**config.mk**
```make
export PLATFORM = sky130hd
export DESIGN_NAME = hazard_ctrl_flat
export DESIGN_NICKNAME = d
export VERILOG_FILES = /design/src/rtl/hazard_ctrl_if.sv /design/src/rtl/hazard_ctrl.sv /design/src/flat_wrapper.sv
export SDC_FILE = /design/constraint.sdc
export NUM_CORES = 1
export LEC_CHECK = 0
export CAP_MARGIN = 20
export CORE_UTILIZATION = 35
export CTS_CLUSTER_SIZE = 14
export DETAILED_ROUTE_END_ITERATION = 8
export PLACE_DENSITY = 0.63
export SETUP_SLACK_MARGIN = 0.05
export SYNTH_ARGS = -nofsm -noshare
export SYNTH_HDL_FRONTEND = slang
export SYNTH_SLANG_ARGS = --single-unit
```
**constraint.sdc**
```tcl
create_clock -name clk -period 2 [get_ports clk]
set_input_delay 0.3 -clock clk [delete_from_list [all_inputs] [get_ports clk]]
set_output_delay 0.3 -clock clk [all_outputs]
set_load 0.1 [all_outputs]
```
**src/rtl/hazard_ctrl_if.sv**
```systemverilog
// ID-stage hazard interface: decoded instruction fields toward the hazard
// controller and pipeline control (stall/flush/issue/bypass/halt) back out.
interface hazard_ctrl_if #(
    parameter int AW   = 4,
    parameter int NBYP = 2
);
    logic            id_valid;
    logic            rf_re0;
    logic            rf_re1;
    logic [AW-1:0]   rf_p0_addr;
    logic [AW-1:0]   rf_p1_addr;
    logic            rf_we;
    logic [AW-1:0]   rf_dst_addr;
    logic            dm_re;
    logic            hlt;
    logic            lwi;
    logic            flow_change;
    logic            stall_if;
    logic            flush;
    logic            issue;
    logic [NBYP-1:0] byp0;
    logic [NBYP-1:0] byp1;
    logic            hlt_wb;
    logic            lwi_busy;

    modport master (
        output id_valid, rf_re0, rf_re1, rf_p0_addr, rf_p1_addr,
               rf_we, rf_dst_addr, dm_re, hlt, lwi, flow_change,
        input  stall_if, flush, issue, byp0, byp1, hlt_wb, lwi_busy
    );

    modport slave (
        input  id_valid, rf_re0, rf_re1, rf_p0_addr, rf_p1_addr,
               rf_we, rf_dst_addr, dm_re, hlt, lwi, flow_change,
        output stall_if, flush, issue, byp0, byp1, hlt_wb, lwi_busy
    );
endinterface

```
**src/rtl/hazard_ctrl.sv**
```systemverilog
// Pipeline hazard controller: writer-tag bypass selection, load-use stall,
// wrong-path flush, sticky halt with WB notification and LWI/MOVC sequencing.
module hazard_ctrl #(
    parameter int NREG        = 16,
    parameter int NBYP        = 2,
    parameter int FLUSH_DEPTH = 2,
    parameter int LWI_CYCLES  = 2
) (
    input  logic         clk,
    input  logic         rst,
    hazard_ctrl_if.slave hz
);
    localparam int AW = $clog2(NREG);
    localparam int CW = 3;
    localparam logic [CW-1:0] CNT_ZERO   = {CW{1'b0}};
    localparam logic [CW-1:0] CNT_ONE    = CW'(1);
    localparam logic [CW-1:0] FLUSH_LOAD = CW'(FLUSH_DEPTH - 1);
    localparam logic [CW-1:0] LWI_LOAD   = CW'((LWI_CYCLES > 1) ? (LWI_CYCLES - 2) : 0);

    typedef enum logic [0:0] {
        LWI_IDLE = 1'b0,
        LWI_BUSY = 1'b1
    } lwi_state_e;

    logic [NBYP-1:0] tag_we_q, tag_we_d;
    logic [NBYP-1:0] tag_ld_q, tag_ld_d;
    logic [AW-1:0]   tag_dst_q [NBYP];
    logic [AW-1:0]   tag_dst_d [NBYP];
    logic [CW-1:0]   flush_cnt_q, flush_cnt_d;
    logic            halted_q, halted_d;
    logic [NBYP:0]   hlt_pipe_q, hlt_pipe_d;
    lwi_state_e      lwi_state_q, lwi_state_d;
    logic [CW-1:0]   lwi_cnt_q, lwi_cnt_d;

    logic            flush_s;
    logic            load_use_s;
    logic            lwi_hold_s;
    logic            issue_s;
    logic            hit0_s;
    logic            hit1_s;
    logic [NBYP-1:0] byp0_s;
    logic [NBYP-1:0] byp1_s;

    // Hazard detection and the issue decision for the instruction held in ID.
    always_comb begin
        flush_s    = hz.flow_change | (flush_cnt_q != CNT_ZERO);
        lwi_hold_s = (lwi_state_q == LWI_BUSY);
        load_use_s = tag_ld_q[0] & tag_we_q[0] &
                     ((hz.rf_re0 & (tag_dst_q[0] == hz.rf_p0_addr)) |
                      (hz.rf_re1 & (tag_dst_q[0] == hz.rf_p1_addr)));
        issue_s    = hz.id_valid & ~flush_s & ~halted_q & ~load_use_s &
                     ~(lwi_hold_s & (lwi_cnt_q != CNT_ZERO));
    end

    // Bypass select: the youngest matching writer wins, register 0 never forwards.
    always_comb begin
        byp0_s = {NBYP{1'b0}};
        byp1_s = {NBYP{1'b0}};
        hit0_s = 1'b0;
        hit1_s = 1'b0;
        for (int k = 0; k < NBYP; k++) begin
            if (!hit0_s && hz.rf_re0 && tag_we_q[k] &&
                (tag_dst_q[k] == hz.rf_p0_addr) && (hz.rf_p0_addr != {AW{1'b0}})) begin
                byp0_s[k] = 1'b1;
                hit0_s    = 1'b1;
            end else begin
                byp0_s[k] = 1'b0;
            end
            if (!hit1_s && hz.rf_re1 && tag_we_q[k] &&
                (tag_dst_q[k] == hz.rf_p1_addr) && (hz.rf_p1_addr != {AW{1'b0}})) begin
                byp1_s[k] = 1'b1;
                hit1_s    = 1'b1;
            end else begin
                byp1_s[k] = 1'b0;
            end
        end
    end

    // Tag pipeline shift, flush countdown, sticky halt and halt-to-WB delay line.
    always_comb begin
        tag_we_d  = tag_we_q;
        tag_ld_d  = tag_ld_q;
        tag_dst_d = tag_dst_q;
        for (int k = 1; k < NBYP; k++) begin
            tag_we_d[k]  = tag_we_q[k-1];
            tag_ld_d[k]  = tag_ld_q[k-1];
            tag_dst_d[k] = tag_dst_q[k-1];
        end
        if (issue_s) begin
            tag_we_d[0]  = hz.rf_we & (hz.rf_dst_addr != {AW{1'b0}});
            tag_ld_d[0]  = hz.dm_re;
            tag_dst_d[0] = hz.rf_dst_addr;
        end else begin
            tag_we_d[0]  = 1'b0;
            tag_ld_d[0]  = 1'b0;
            tag_dst_d[0] = {AW{1'b0}};
        end

        if (hz.flow_change) begin
            flush_cnt_d = FLUSH_LOAD;
        end else if (flush_cnt_q != CNT_ZERO) begin
            flush_cnt_d = flush_cnt_q - CNT_ONE;
        end else begin
            flush_cnt_d = CNT_ZERO;
        end

        halted_d = halted_q | (hz.hlt & hz.id_valid & ~flush_s);

        hlt_pipe_d    = hlt_pipe_q;
        hlt_pipe_d[0] = issue_s & hz.hlt;
        for (int k = 1; k <= NBYP; k++) begin
            hlt_pipe_d[k] = hlt_pipe_q[k-1];
        end
        // Last tap is sticky so the halt notification holds until reset.
        hlt_pipe_d[NBYP] = hlt_pipe_q[NBYP-1] | hlt_pipe_q[NBYP];
    end

    // LWI/MOVC sequencer next state; a flush only ends the hold, the LWI already issued.
    always_comb begin
        lwi_state_d = lwi_state_q;
        lwi_cnt_d   = lwi_cnt_q;
        case (lwi_state_q)
            LWI_IDLE: begin
                if (issue_s && hz.lwi && (LWI_CYCLES > 1)) begin
                    lwi_state_d = LWI_BUSY;
                    lwi_cnt_d   = LWI_LOAD;
                end else begin
                    lwi_state_d = LWI_IDLE;
                    lwi_cnt_d   = CNT_ZERO;
                end
            end
            LWI_BUSY: begin
                if (flush_s || (lwi_cnt_q == CNT_ZERO)) begin
                    lwi_state_d = LWI_IDLE;
                    lwi_cnt_d   = CNT_ZERO;
                end else begin
                    lwi_state_d = LWI_BUSY;
                    lwi_cnt_d   = lwi_cnt_q - CNT_ONE;
                end
            end
            default: begin
                lwi_state_d = LWI_IDLE;
                lwi_cnt_d   = CNT_ZERO;
            end
        endcase
    end

    // State registers with synchronous reset.
    always_ff @(posedge clk) begin
        if (rst) begin
            tag_we_q    <= {NBYP{1'b0}};
            tag_ld_q    <= {NBYP{1'b0}};
            for (int k = 0; k < NBYP; k++) begin
                tag_dst_q[k] <= {AW{1'b0}};
            end
            flush_cnt_q <= CNT_ZERO;
            halted_q    <= 1'b0;
            hlt_pipe_q  <= {(NBYP+1){1'b0}};
            lwi_state_q <= LWI_IDLE;
            lwi_cnt_q   <= CNT_ZERO;
        end else begin
            tag_we_q    <= tag_we_d;
            tag_ld_q    <= tag_ld_d;
            tag_dst_q   <= tag_dst_d;
            flush_cnt_q <= flush_cnt_d;
            halted_q    <= halted_d;
            hlt_pipe_q  <= hlt_pipe_d;
            lwi_state_q <= lwi_state_d;
            lwi_cnt_q   <= lwi_cnt_d;
        end
    end

    assign hz.flush    = flush_s;
    assign hz.issue    = issue_s;
    assign hz.stall_if = (halted_q | load_use_s | lwi_hold_s) & ~flush_s;
    assign hz.byp0     = byp0_s;
    assign hz.byp1     = byp1_s;
    assign hz.hlt_wb   = hlt_pipe_q[NBYP];
    assign hz.lwi_busy = lwi_hold_s;
endmodule

```
**src/flat_wrapper.sv**
```systemverilog
// flat-port wrapper written by rule: the top's interface ports become plain ports
module hazard_ctrl_flat 
#(
    parameter int NREG        = 16,
    parameter int NBYP        = 2,
    parameter int FLUSH_DEPTH = 2,
    parameter int LWI_CYCLES  = 2
)
  (clk, rst, hz_id_valid, hz_rf_re0, hz_rf_re1, hz_rf_p0_addr, hz_rf_p1_addr, hz_rf_we, hz_rf_dst_addr, hz_dm_re, hz_hlt, hz_lwi, hz_flow_change, hz_stall_if, hz_flush, hz_issue, hz_byp0, hz_byp1, hz_hlt_wb, hz_lwi_busy);
  hazard_ctrl_if #(.AW((4)), .NBYP(NBYP)) hz_i ();
  input  logic clk;
  input  logic rst;
  input wire logic [$bits(hz_i.id_valid)-1:0] hz_id_valid;
  input wire logic [$bits(hz_i.rf_re0)-1:0] hz_rf_re0;
  input wire logic [$bits(hz_i.rf_re1)-1:0] hz_rf_re1;
  input wire logic [$bits(hz_i.rf_p0_addr)-1:0] hz_rf_p0_addr;
  input wire logic [$bits(hz_i.rf_p1_addr)-1:0] hz_rf_p1_addr;
  input wire logic [$bits(hz_i.rf_we)-1:0] hz_rf_we;
  input wire logic [$bits(hz_i.rf_dst_addr)-1:0] hz_rf_dst_addr;
  input wire logic [$bits(hz_i.dm_re)-1:0] hz_dm_re;
  input wire logic [$bits(hz_i.hlt)-1:0] hz_hlt;
  input wire logic [$bits(hz_i.lwi)-1:0] hz_lwi;
  input wire logic [$bits(hz_i.flow_change)-1:0] hz_flow_change;
  output wire logic [$bits(hz_i.stall_if)-1:0] hz_stall_if;
  output wire logic [$bits(hz_i.flush)-1:0] hz_flush;
  output wire logic [$bits(hz_i.issue)-1:0] hz_issue;
  output wire logic [$bits(hz_i.byp0)-1:0] hz_byp0;
  output wire logic [$bits(hz_i.byp1)-1:0] hz_byp1;
  output wire logic [$bits(hz_i.hlt_wb)-1:0] hz_hlt_wb;
  output wire logic [$bits(hz_i.lwi_busy)-1:0] hz_lwi_busy;
  assign hz_i.id_valid = hz_id_valid;
  assign hz_i.rf_re0 = hz_rf_re0;
  assign hz_i.rf_re1 = hz_rf_re1;
  assign hz_i.rf_p0_addr = hz_rf_p0_addr;
  assign hz_i.rf_p1_addr = hz_rf_p1_addr;
  assign hz_i.rf_we = hz_rf_we;
  assign hz_i.rf_dst_addr = hz_rf_dst_addr;
  assign hz_i.dm_re = hz_dm_re;
  assign hz_i.hlt = hz_hlt;
  assign hz_i.lwi = hz_lwi;
  assign hz_i.flow_change = hz_flow_change;
  assign hz_stall_if = hz_i.stall_if;
  assign hz_flush = hz_i.flush;
  assign hz_issue = hz_i.issue;
  assign hz_byp0 = hz_i.byp0;
  assign hz_byp1 = hz_i.byp1;
  assign hz_hlt_wb = hz_i.hlt_wb;
  assign hz_lwi_busy = hz_i.lwi_busy;
  hazard_ctrl #(.NREG(NREG), .NBYP(NBYP), .FLUSH_DEPTH(FLUSH_DEPTH), .LWI_CYCLES(LWI_CYCLES)) u_core (.clk(clk), .rst(rst), .hz(hz_i));
endmodule
```
# Yosys cells after proc, flatten, opt, wreduce, memory -nomap -nowiden
# Index checks and enable logic that the tools add are counted.
[totals]
out_inout_bits = 9
inputBits = 22
wordCells = 81
reg_bits = 22
[classes]
n_reduce_logical = 26
n_addsub = 2
eq_ne = 4
mux = 11
n_bitwise = 27
[ops]
columns = ["operator", "count"]
rows = [
  ["4-bit == test", 4],
  ["1-bit logical AND", 15],
  ["1-bit bitwise AND", 14],
  ["4-bit nonzero test", 3],
  ["1-bit 2-to-1 mux", 8],
  ["1-bit NOT", 7],
  ["1-bit bitwise OR", 6],
  ["3-bit case mux with 2 select lines", 1],
  ["3-bit nonzero test", 2],
  ["3-bit by 1-bit subtractor with 3-bit output (second input constant)", 2],
  ["3-bit logical NOT", 1],
  ["3-bit 2-to-1 mux", 1],
  ["3-bit OR reduction", 1],
  ["1-bit logical NOT", 2],
  ["1-bit case mux with 2 select lines", 1],
  ["2-bit OR reduction", 1],
  ["1-bit logical OR", 1],
]

# Logic depth before layout (Yosys ltp)
# Gate-level depths: netlist of the first run.
[logic_depth]
depth_word = 10
ltp_mapped = 7
mapped_depth_nobuf = 7

# Worst setup path after synthesis of the first run
# Ideal clock, no wire load.
[synth_path]
path_kind = "flip-flop to output port"
startpoint = "register u_core.tag_dst_q, in the netlist u_core.tag_dst_d[3]"
endpoint = "output port hz_byp0[1]"
arrival_ps = 3930
path_buffers = 0
setup_slack_ps = -2230
stages_incl_launch_ff = 5
required_ps = 1700
cell_sequence = "dfxtp_1 > inv_1 > o2111ai_1 > or4_1 > nor4b_1"
[synth_via]
elab_chain_cells = 10
[synth_lines]
columns = ["element", "line_no", "source"]
rows = [
  ["start: declaration", "hazard_ctrl.sv:27", "logic [AW-1:0] tag_dst_q [NBYP];"],
  ["start signal: indexed assignment", "hazard_ctrl.sv:154", "tag_dst_q[k] <= {AW{1'b0}};"],
  ["start signal: assignment", "hazard_ctrl.sv:164", "tag_dst_q <= tag_dst_d;"],
  ["4-bit == test", "hazard_ctrl.sv:63", "(tag_dst_q[k] == hz.rf_p0_addr) && (hz.rf_p0_addr != {AW{1'b0}})) begin"],
  ["1-bit logical AND", "hazard_ctrl.sv:62", "if (!hit0_s && hz.rf_re0 && tag_we_q[k] &&"],
  ["1-bit logical AND", "hazard_ctrl.sv:63", ""],
  ["1-bit 2-to-1 mux", "hazard_ctrl.sv:62", ""],
  ["1-bit logical NOT", "hazard_ctrl.sv:62", ""],
  ["1-bit logical AND (3 in series)", "hazard_ctrl.sv:62", ""],
  ["1-bit logical AND", "hazard_ctrl.sv:63", ""],
  ["1-bit 2-to-1 mux", "hazard_ctrl.sv:62", ""],
  ["end: declaration", "flat_wrapper.sv:27", "output wire logic [$bits(hz_i.byp0)-1:0] hz_byp0;"],
]
# Every way passes these cells.

# Worst setup path in the final report of the first run
[layout_path]
startpoint = "input port hz_rf_re0"
endpoint = "output port hz_byp0[0]"
[layout_via]
elab_chain_cells = 4
[layout_lines]
columns = ["element", "line_no", "source"]
rows = [
  ["start: declaration", "flat_wrapper.sv:14", "input wire logic [$bits(hz_i.rf_re0)-1:0] hz_rf_re0;"],
  ["1-bit logical AND (2 in series)", "hazard_ctrl.sv:62", ""],
  ["1-bit logical AND", "hazard_ctrl.sv:63", ""],
  ["1-bit 2-to-1 mux", "hazard_ctrl.sv:62", ""],
]
# Every way passes these cells.

==> results.ini, run 1 <==
[logic_synthesis]
synthTopCellsByArea=dfxtp_1, xnor2_1, nor2_1
yosysUniqueCellTypes=32
yosysSeqAreaShare=0.422
syn_nets=142
synth-seq-cells=22
yosys_warnings=0
netlist_area_um2=1040
synth.top_cell.area_share=0.422
synth_area_per_cell_um2=9.00
yosysTopAreaCell=dfxtp_1
syn_inst=116

[sta]
final_max_slew_viol_count=0
fmax_mhz=483
setup_viol=4
min_period_ns=2.07
period_share=1.04
setup_ws_ns=-0.0721
tightest_slew_ns=0.571
relSlewSlack=0.616
grt_setup_unrepaired=yes
final_hold_viol_count=0
holdWs_ns=0.419
fin_skew_ns=0.00189

[grt]
use_met1=0.232
grt_pass1_vias=1046
gr-max-usage-layer=met2
use_met2=0.321
overflow=0
track_usage=0.188
antenna_found_initial=0
grt_max_degree=14
grt_use_met3=0.0507
grt_pass1_wl_mm=4.66

[floorplan]
rows=19
io_pins=31
coreArea_um2=2780
die_area_um2=3200
die_h_um=56.6
initial_core_util=0.375
die_w_um=56.6

[worst_setup_path]
critPathMaxFanout=2
r2r-start=u_core.tag_dst_d[0]
path_buf_inv=2
critical_path_class=primary input to output pin
cpMaxStageDelayCell=clkdlybuf4s50_1
worstPathRequired_ns=1.70
cp-end-kind=output pin
path_cells=clkdlybuf4s50_1 -> o2111ai_4 -> or4_4 -> a21oi_4 -> buf_12
max_stage_delay_ns=0.52
crit_family=buffers and inverters
start_kind=primary input
cp-startpoint=hz_rf_re0
arrival_ns=1.77

[power_and_ir_drop]
switching_share=0.254
seq_power_share=0.440
p_sw_uw=263
power_uw=1040
power.clock.fraction=0.323
combPwrFrac=0.237
p_int_uw=773
power_density_nw_per_um2=546
ir_drop_uv=618
p_leak_uw=0.000730

[finish]
layout.nets=201
final_cell_mix=buf_4, dfxtp_1, nor2_1
diodes=0
fin_util=0.682
stdcell_count=205
final_area_um2=1900
drive_above_1_share=0.391
final_common_cell=buf_4
area_delta_synth_final_pct=81.8

[clock_network]
clk_path_buf_depth=2
path_clk_slew_ns=0.12
htreeDepth=1
cts_tree=done
clock_latency_ns=0.30
clock-sinks=22
hold_buffers=0
cts_buffers=3
cts_root_buffer=clkbuf_4

[placement]
dpl-instance-area_um2=1690
dp_hpwl_mm=2.09
place.gp.congestion=0.889
place_inst=195
io_buffers=30

[min_path]
min_from=u_core.lwi_cnt_q[0]
min_path_type=register to register

[routing]
dr.pass1.iters=4
drt-wirelength-per-cell_um=13.6
via_count=1013
viasPerCell=4.94
wl_mm=2.79
drtIter0Drc=18
route.detailed.drc=0
postRouteAntennaNets=0

[flow_run]
drv_cap=0

[run_status]
violations=setup timing
status=finished with violations

stage by stage:
| step | setup WS, ns | setup TNS (ns) |
|---|---|---|
| global route | -0.127 | -0.491 |
| floorplan | -0.165 | -0.422 |
| detailed placement | -0.207 | -0.894 |
| CTS | -0.140 | -0.312 |
| finish | -0.0721 | -0.193 |
| global placement | -0.209 | -0.862 |
state kept, by name (all words and copies together) (netlist names):
name and count:
u_core.hz.lwi_busy 1, u_core.tag_ld_q 1, u_core.lwi_cnt_q 3, u_core.tag_dst_q 4, u_core.hlt_pipe_q 3, u_core.tag_dst_d 4, u_core.tag_we_q 2, u_core.flush_cnt_q 3
u_core.halted_q 1
cells in the mapped netlist:
cell type / n
o22ai_1: 1
o21bai_1: 1
or4b_1: 1
inv_1: 11
nand4_1: 2
xor2_1: 2
mux2i_1: 1
nor4_4: 1
nand4bb_1: 1
o21ai_1: 2
or4_1: 1
and2b_2: 1
o41ai_1: 1
nand2_1: 2
o2111ai_1: 1
nor2b_1: 4
ha_1: 4
nand3_1: 3
nor4b_1: 1
o31a_1: 1
nand3b_1: 1
nor3b_1: 6
clkbuf_1: 1
nor3_1: 8
o31ai_2: 1
dfxtp_1: 22
xnor2_1: 9
nand2b_1: 2
a21oi_1: 3
nor4_1: 4
a31oi_1: 1
nor2_1: 16
power by group through the flow:
stage | Sequential [uW] | Combinational, uW | Clock (uW)
final | 456 | 245 | 335
after global routing | 458 | 261 | 364
after floorplan | 469 | 102 | 0
after detailed placement | 465 | 217 | 0
after global placement | 465 | 214 | 0
after CTS | 456 | 226 | 344
routing by layer:
| layer | part of all wire | up-vias |
|---|---|---|
| met5 | 0 | - |
| met4 | 0.0061 | 0 |
| met3 | 0.048 | 2 |
| met2 | 0.48 | 24 |
| met1 | 0.46 | 463 |
| li1 | - | 524 |
final timing paths:
kind                         endpoint  slack, ns  cells past startpoint
setup / recovery           hz_byp0[0]      -0.07                      5
hold / removal    u_core.lwi_cnt_q[0]       0.42                      1
setup reg to reg  u_core.tag_dst_d[3]       0.27                      7
hold reg to reg   u_core.lwi_cnt_q[0]       0.42                      1
kinds of logic (layout without fill, tap and decap cells):
group / after synthesis / count (layout) / share of synthesized area
adder cells (fa/ha/maj): 4 / 4 / 0.0480
buffers and inverters: 12 / 70 / 0.0432
flip-flops: 22 / 22 / 0.422
AO/OA/AOI/OAI: 12 / 12 / 0.0803
XOR/XNOR: 11 / 11 / 0.0923
multiplexers: 1 / 1 / 0.00959
AND/OR/NAND/NOR: 54 / 54 / 0.305
area by class of cell:
cell class / instances / area [um2]
inverters: 11 / 41.3
fillers: 215 / 885
clock inverters: 1 / 30.0
repair buffers: 55 / 554
well taps: 31 / 38.8
flip-flops and latches: 22 / 453
multi-input cells: 82 / 757
clock buffers: 3 / 22.5
timing repair:
| action | 4_1_cts | 5_1_grt |
|---|---|---|
| buffers inserted | 3 | 3 |
| gates resized for setup | 17 | 16 |
| hold endpoints to repair | 0 | 0 |
| setup endpoints to repair | 6 | 7 |
| pin swaps | 7 | 8 |
worst reg2reg max path, cell delays in order, from the launching register on:
cell,delay (ns)
dfxtp_4,0.38
buf_6,0.12
xnor2_2,0.15
nand3_2,0.14
buf_6,0.17
buf_4,0.12
o21ai_1,0.41
nor3b_1,0.11
No activity file was read; power rests on OpenSTA's default activity.
==> run 2, diff against run 1 <==
--- a/config.mk
+++ b/config.mk
@@ -6,10 +6,11 @@
 export NUM_CORES = 1
 export LEC_CHECK = 0
 export CAP_MARGIN = 20
+export CORE_MARGIN = 8
 export CORE_UTILIZATION = 35
 export CTS_CLUSTER_SIZE = 14
 export DETAILED_ROUTE_END_ITERATION = 8
-export PLACE_DENSITY = 0.63
+export PLACE_DENSITY_LB_ADDON = 0.3
 export SETUP_SLACK_MARGIN = 0.05
 export SYNTH_ARGS = -nofsm -noshare
 export SYNTH_HDL_FRONTEND = slang
==> results.ini, run 2 (same netlist as run 1, synthesis figures left out) <==
[clock_network]
path_clk_slew_ns=0.11  ; about the same
clock_latency_ns=0.32  ; +0.02 ns
clk_path_buf_depth=2  ; unchanged
cts_root_buffer=clkbuf_4
htreeDepth=1  ; unchanged
cts_buffers=3  ; unchanged
cts_tree=done
clock-sinks=22  ; unchanged

[run_status]
status=finished with violations
violations=setup timing

[power_and_ir_drop]
p_leak_uw=0.000753  ; +3.1%
ir_drop_uv=397  ; -36%
power_density_nw_per_um2=496  ; -9.3%
power_uw=946  ; -8.7%

[routing]
via_count=1020  ; +0.69%
dr.pass1.iters=4  ; unchanged
viasPerCell=4.88  ; -1.2%
drt-wirelength-per-cell_um=15.1  ; +11%
postRouteAntennaNets=0  ; unchanged
route.detailed.drc=0  ; unchanged
drtIter0Drc=18  ; unchanged
wl_mm=3.15  ; +13%

[grt]
track_usage=0.124  ; -0.0636
antenna_found_initial=0  ; unchanged
grt_max_degree=13  ; -1
overflow=0  ; unchanged
grt_pass1_wl_mm=5.02  ; +7.5%
grt_pass1_vias=1132  ; +8.2%

[worst_setup_path]
start_kind=register
r2r_setup_slack_ns=0.30  ; +0.03 ns
r2r_end=u_core.hz.lwi_busy
r2r-start=u_core.flush_cnt_q[0]
critPathMaxFanout=2  ; unchanged
critical_path_class=register to output pin
worstPathRequired_ns=1.70  ; about the same
r2r_cells=5  ; -2
cp-end-kind=output pin
arrival_ns=1.78  ; about the same

[placement]
dpl-instance-area_um2=1690  ; +0.15%
place.gp.congestion=0.973  ; +9.5%
post-place-ws_ns=-0.259  ; -0.0520 ns
place_inst=197  ; +1.0%
dp_hpwl_mm=2.42  ; +16%
io_buffers=30  ; unchanged

[floorplan]
die_w_um=70.6  ; +25%
io_pins=31  ; unchanged
coreArea_um2=2950  ; +6.2%
rows=20  ; +1
die_area_um2=4980  ; +56%
initial_core_util=0.353  ; -0.0218
die_h_um=70.6  ; +25%

[sta]
final_hold_viol_count=0  ; unchanged
grt_setup_unrepaired=yes
setup_viol=3  ; -1
tightest_slew_ns=0.501  ; -0.0700 ns
period_share=1.04  ; +0.00282
relSlewSlack=0.663  ; +0.0471
setup-tns-final_ns=-0.223  ; -0.0296 ns
setup_ws_ns=-0.0777  ; -0.00565 ns
min_period_ns=2.08  ; +0.00565 ns
final_max_slew_viol_count=0  ; unchanged
fin_skew_ns=0.0147  ; +0.0128 ns
fmax_mhz=481  ; -0.27%

[finish]
drive_above_1_share=0.415  ; +0.0240
final_common_cell=buf_4
final_cell_mix=buf_4, dfxtp_1, nor2_1
layout.nets=203  ; +1.0%
diodes=0  ; unchanged
final_area_um2=1910  ; +0.59%
area_delta_synth_final_pct=82.9
stdcell_count=209  ; +2.0%

[min_path]
holdPathEnd=u_core.lwi_cnt_q[0]
holdPathStages=1  ; unchanged
min_path_type=register to register
min_from=u_core.lwi_cnt_q[0]

[flow_run]
drv_cap=0  ; unchanged

## run 2: where the power goes
group / switching, uW / leakage [uW] / internal (uW) / total (uW)
Clock: 134 / 0.0000210 / 111 / 245
Combinational: 122 / 0.000550 / 124 / 246
Sequential: 8.91 / 0.000182 / 445 / 454
Total: 265 / 0.000753 / 680 / 946
## run 2: per-stage QoR
step,util,hold slack [ns]
finish,0.646,0.425
global route,0.646,0.446
CTS,0.612,0.427
detailed placement,0.572,0.410
global placement,0.572,0.400
floorplan,-,0.372
## run 2: final cells by class
cell class / count / area (um2)
clock buffers: 4 / 36.3
flip-flops and latches: 22 / 458
fillers: 236 / 1040
inverters: 11 / 41.3
multi-input cells: 82 / 743
well taps: 33 / 41.3
repair buffers: 57 / 588
## run 2: critical path, cell delays in order, from the launching register on
cell and delay [ns]:
dfxtp_4 0.38, xnor2_2 0.13, o21ai_2 0.10, or4_4 0.52
nor4b_4 0.17, buf_12 0.18
## run 2: how the worst max path moves through the flow
stage	startpoint	endpoint	slack [ns]	cells after the start
after global routing	u_core.tag_dst_d[0]	hz_issue	-0.18	7
after global placement	hz_rf_p0_addr[0]	hz_byp0[0]	-0.19	6
after detailed placement	hz_rf_p0_addr[3]	hz_byp0[1]	-0.26	6
after floorplan	u_core.tag_dst_d[0]	hz_byp1[0]	-0.16	3
final	u_core.tag_dst_d[0]	hz_byp0[1]	-0.08	5
after CTS	u_core.tag_dst_d[0]	hz_byp0[1]	-0.13	5
## run 2: timing repair
action                     CTS  global route
cloned                       0             0
hold buffers                 0             0
resized for setup           19            18
setup endpoints to repair    6             7
pin swaps                    4            10
setup buffers                5             4
## run 2: per-layer routing
layer  up-vias  part of all wire  global-route usage  wire length (um)
met5         -                 0                   0                 0
met4         0             0.016              0.0393                50
met3         6             0.038              0.0367               120
met2        21              0.52               0.222              1630
met1       468              0.43               0.138              1350
li1        525                 -                   -                 -
==> run 3, diff against run 2 <==
--- a/config.mk
+++ b/config.mk
@@ -6,12 +6,13 @@
 export NUM_CORES = 1
 export LEC_CHECK = 0
 export CAP_MARGIN = 20
-export CORE_MARGIN = 8
 export CORE_UTILIZATION = 35
+export CTS_CLUSTER_DIAMETER = 80
 export CTS_CLUSTER_SIZE = 14
 export DETAILED_ROUTE_END_ITERATION = 8
 export PLACE_DENSITY_LB_ADDON = 0.3
 export SETUP_SLACK_MARGIN = 0.05
+export SLEW_MARGIN = 20
 export SYNTH_ARGS = -nofsm -noshare
 export SYNTH_HDL_FRONTEND = slang
 export SYNTH_SLANG_ARGS = --single-unit
==> results.ini, run 3 (same netlist as run 1, synthesis figures left out) <==
[power_and_ir_drop]
combPwrFrac=0.265  ; +0.005
power.clock.fraction=0.256  ; -0.004
seq_power_share=0.479  ; about the same
p_int_uw=682  ; +0.29%
power_density_nw_per_um2=500  ; +0.98%
switching_share=0.284  ; +0.00308
p_leak_uw=0.000747  ; -0.86%
p_sw_uw=270  ; +1.8%
ir_drop_uv=496  ; +25%

[finish]
diodes=0  ; unchanged
area_delta_synth_final_pct=82.4
final_common_cell=buf_4
final_cell_mix=buf_4, nor2_1, dfxtp_1
drive_above_1_share=0.429  ; +0.0146
layout.nets=204  ; +0.49%

[sta]
grt_setup_unrepaired=yes
tightest_slew_ns=0.462  ; -0.0395 ns
relSlewSlack=0.689  ; +0.0266
period_share=1.04  ; -0.00378
holdWs_ns=0.422  ; -0.00285 ns
final_hold_viol_count=0  ; unchanged
fmax_mhz=483  ; +0.37%
setup_ws_ns=-0.0702  ; +0.00757 ns
fin_skew_ns=0.0203  ; +0.00556 ns
setup_viol=3  ; unchanged
final_max_slew_viol_count=0  ; unchanged
min_period_ns=2.07  ; -0.00757 ns

[routing]
postRouteAntennaNets=0  ; unchanged
viasPerCell=5.21  ; +6.7%
dr.pass1.iters=4  ; unchanged
via_count=1083  ; +6.2%
route.detailed.drc=0  ; unchanged
wl_mm=3.18  ; +1.0%
drtIter0Drc=34  ; +16
drt-wirelength-per-cell_um=15.3  ; +1.5%

[worst_setup_path]
r2r_cells=7  ; +2
start_kind=register
cp-end-kind=output pin
r2r_end=u_core.tag_dst_d[1]
critical_path_class=register to output pin
r2r_setup_slack_ns=0.36  ; +0.06 ns
critPathMaxFanout=3  ; +1
r2r-start=u_core.flush_cnt_q[0]
arrival_ns=1.77  ; about the same
worstPathRequired_ns=1.70  ; about the same

[floorplan]
die_w_um=56.6  ; -20%
io_pins=31  ; unchanged
die_h_um=56.6  ; -20%
rows=19  ; -5.0%
coreArea_um2=2780  ; -5.8%
initial_core_util=0.375  ; +0.0218
die_area_um2=3200  ; -36%

[clock_network]
clk_path_buf_depth=2  ; unchanged
cts_tree=done
hold_buffers=0  ; unchanged
clock-sinks=22  ; unchanged
cts_buffers=3  ; unchanged
clock_latency_ns=0.31  ; about the same
path_clk_slew_ns=0.11  ; about the same
htreeDepth=1  ; unchanged
cts_root_buffer=clkbuf_4

[placement]
io_buffers=30  ; unchanged
post-place-ws_ns=-0.252  ; +0.00715 ns
dp_hpwl_mm=2.31  ; -4.6%
place.gp.congestion=0.881  ; -9.5%

[flow_run]
drv_cap=0  ; unchanged

[min_path]
holdPathEnd=u_core.lwi_cnt_q[0]
min_path_type=register to register
holdPathStages=1  ; unchanged
min_from=u_core.lwi_cnt_q[0]

[grt]
track_usage=0.209  ; +0.0851
grt_max_degree=13  ; unchanged
overflow=0  ; unchanged
antenna_found_initial=0  ; unchanged
grt_pass1_vias=1133  ; +0.088%
grt_pass1_wl_mm=5.18  ; +3.3%

[run_status]
violations=setup timing
status=finished with violations

run 3: changes by cell type in the layout (fill, tap and decap cells not counted), sizes merged:
| cell | before | now |
|---|---|---|
| clkbuf | 4 | 6 |
| dlymetal6s2s | 2 | 0 |
| buf | 36 | 37 |
run 3: power groups by stage:
| stage | Clock (uW) | Sequential (uW) | Combinational [uW] |
|---|---|---|---|
| CTS | 250 | 456 | 232 |
| detailed placement | 0 | 466 | 223 |
| floorplan | 0 | 469 | 102 |
| finish | 244 | 456 | 252 |
| global placement | 0 | 465 | 216 |
| global route | 268 | 457 | 267 |
run 3: area by class of cell:
class | instances | area, um2
repair buffers | 58 | 568
fillers | 197 | 878
multi-input cells | 82 | 759
clock buffers | 4 | 36.3
well taps | 31 | 38.8
flip-flops and latches | 22 | 457
inverters | 11 | 43.8
run 3: worst max-delay path, cell delays in order (launching register included):
cell     delay, ns
dfxtp_4       0.38
xnor2_2       0.14
o21ai_2       0.10
or4_4         0.51
a21oi_4       0.15
buf_12        0.19
run 3: how the worst max path moves through the flow:
stage,from,endpoint,slack [ns],depth (start not counted)
after global placement,hz_rf_p0_addr[0],hz_byp0[0],-0.19,6
after floorplan,u_core.tag_dst_d[0],hz_byp1[0],-0.16,3
final,u_core.tag_dst_d[0],hz_byp0[0],-0.07,5
after detailed placement,hz_rf_p0_addr[0],hz_byp0[0],-0.25,6
after global routing,u_core.tag_dst_d[2],hz_byp0[0],-0.13,5
after CTS,u_core.tag_dst_d[1],hz_byp0[0],-0.16,5
run 3: through the flow:
step / cell area (um2) / total power [uW] / TNS, ns / std cells / utilization
after detailed placement: 1700 / 689 / -1.07 / 197 / 0.611
after global placement: 1700 / 681 / -0.764 / 197 / 0.611
final: 1900 / 952 / -0.187 / 208 / 0.684
after global routing: 1900 / 992 / -0.430 / 208 / 0.684
after floorplan: 1140 / 571 / -0.422 / 116 / -
after CTS: 1820 / 938 / -0.416 / 206 / 0.655
run 3: layer usage:
layer | vias up | global-route usage | wire length [um]
met5 | - | 0 | 0
met4 | 0 | 0.0592 | 12
met3 | 2 | 0.0392 | 117
met2 | 28 | 0.383 | 1680
met1 | 525 | 0.246 | 1370
li1 | 528 | - | -
run 3: timing repair:
action / in CTS / in global routing
pin swaps: 10 / 9
setup buffers: 5 / 2
resized for setup: 23 / 18
setup endpoints to repair: 7 / 7
cloned: 0 / 0
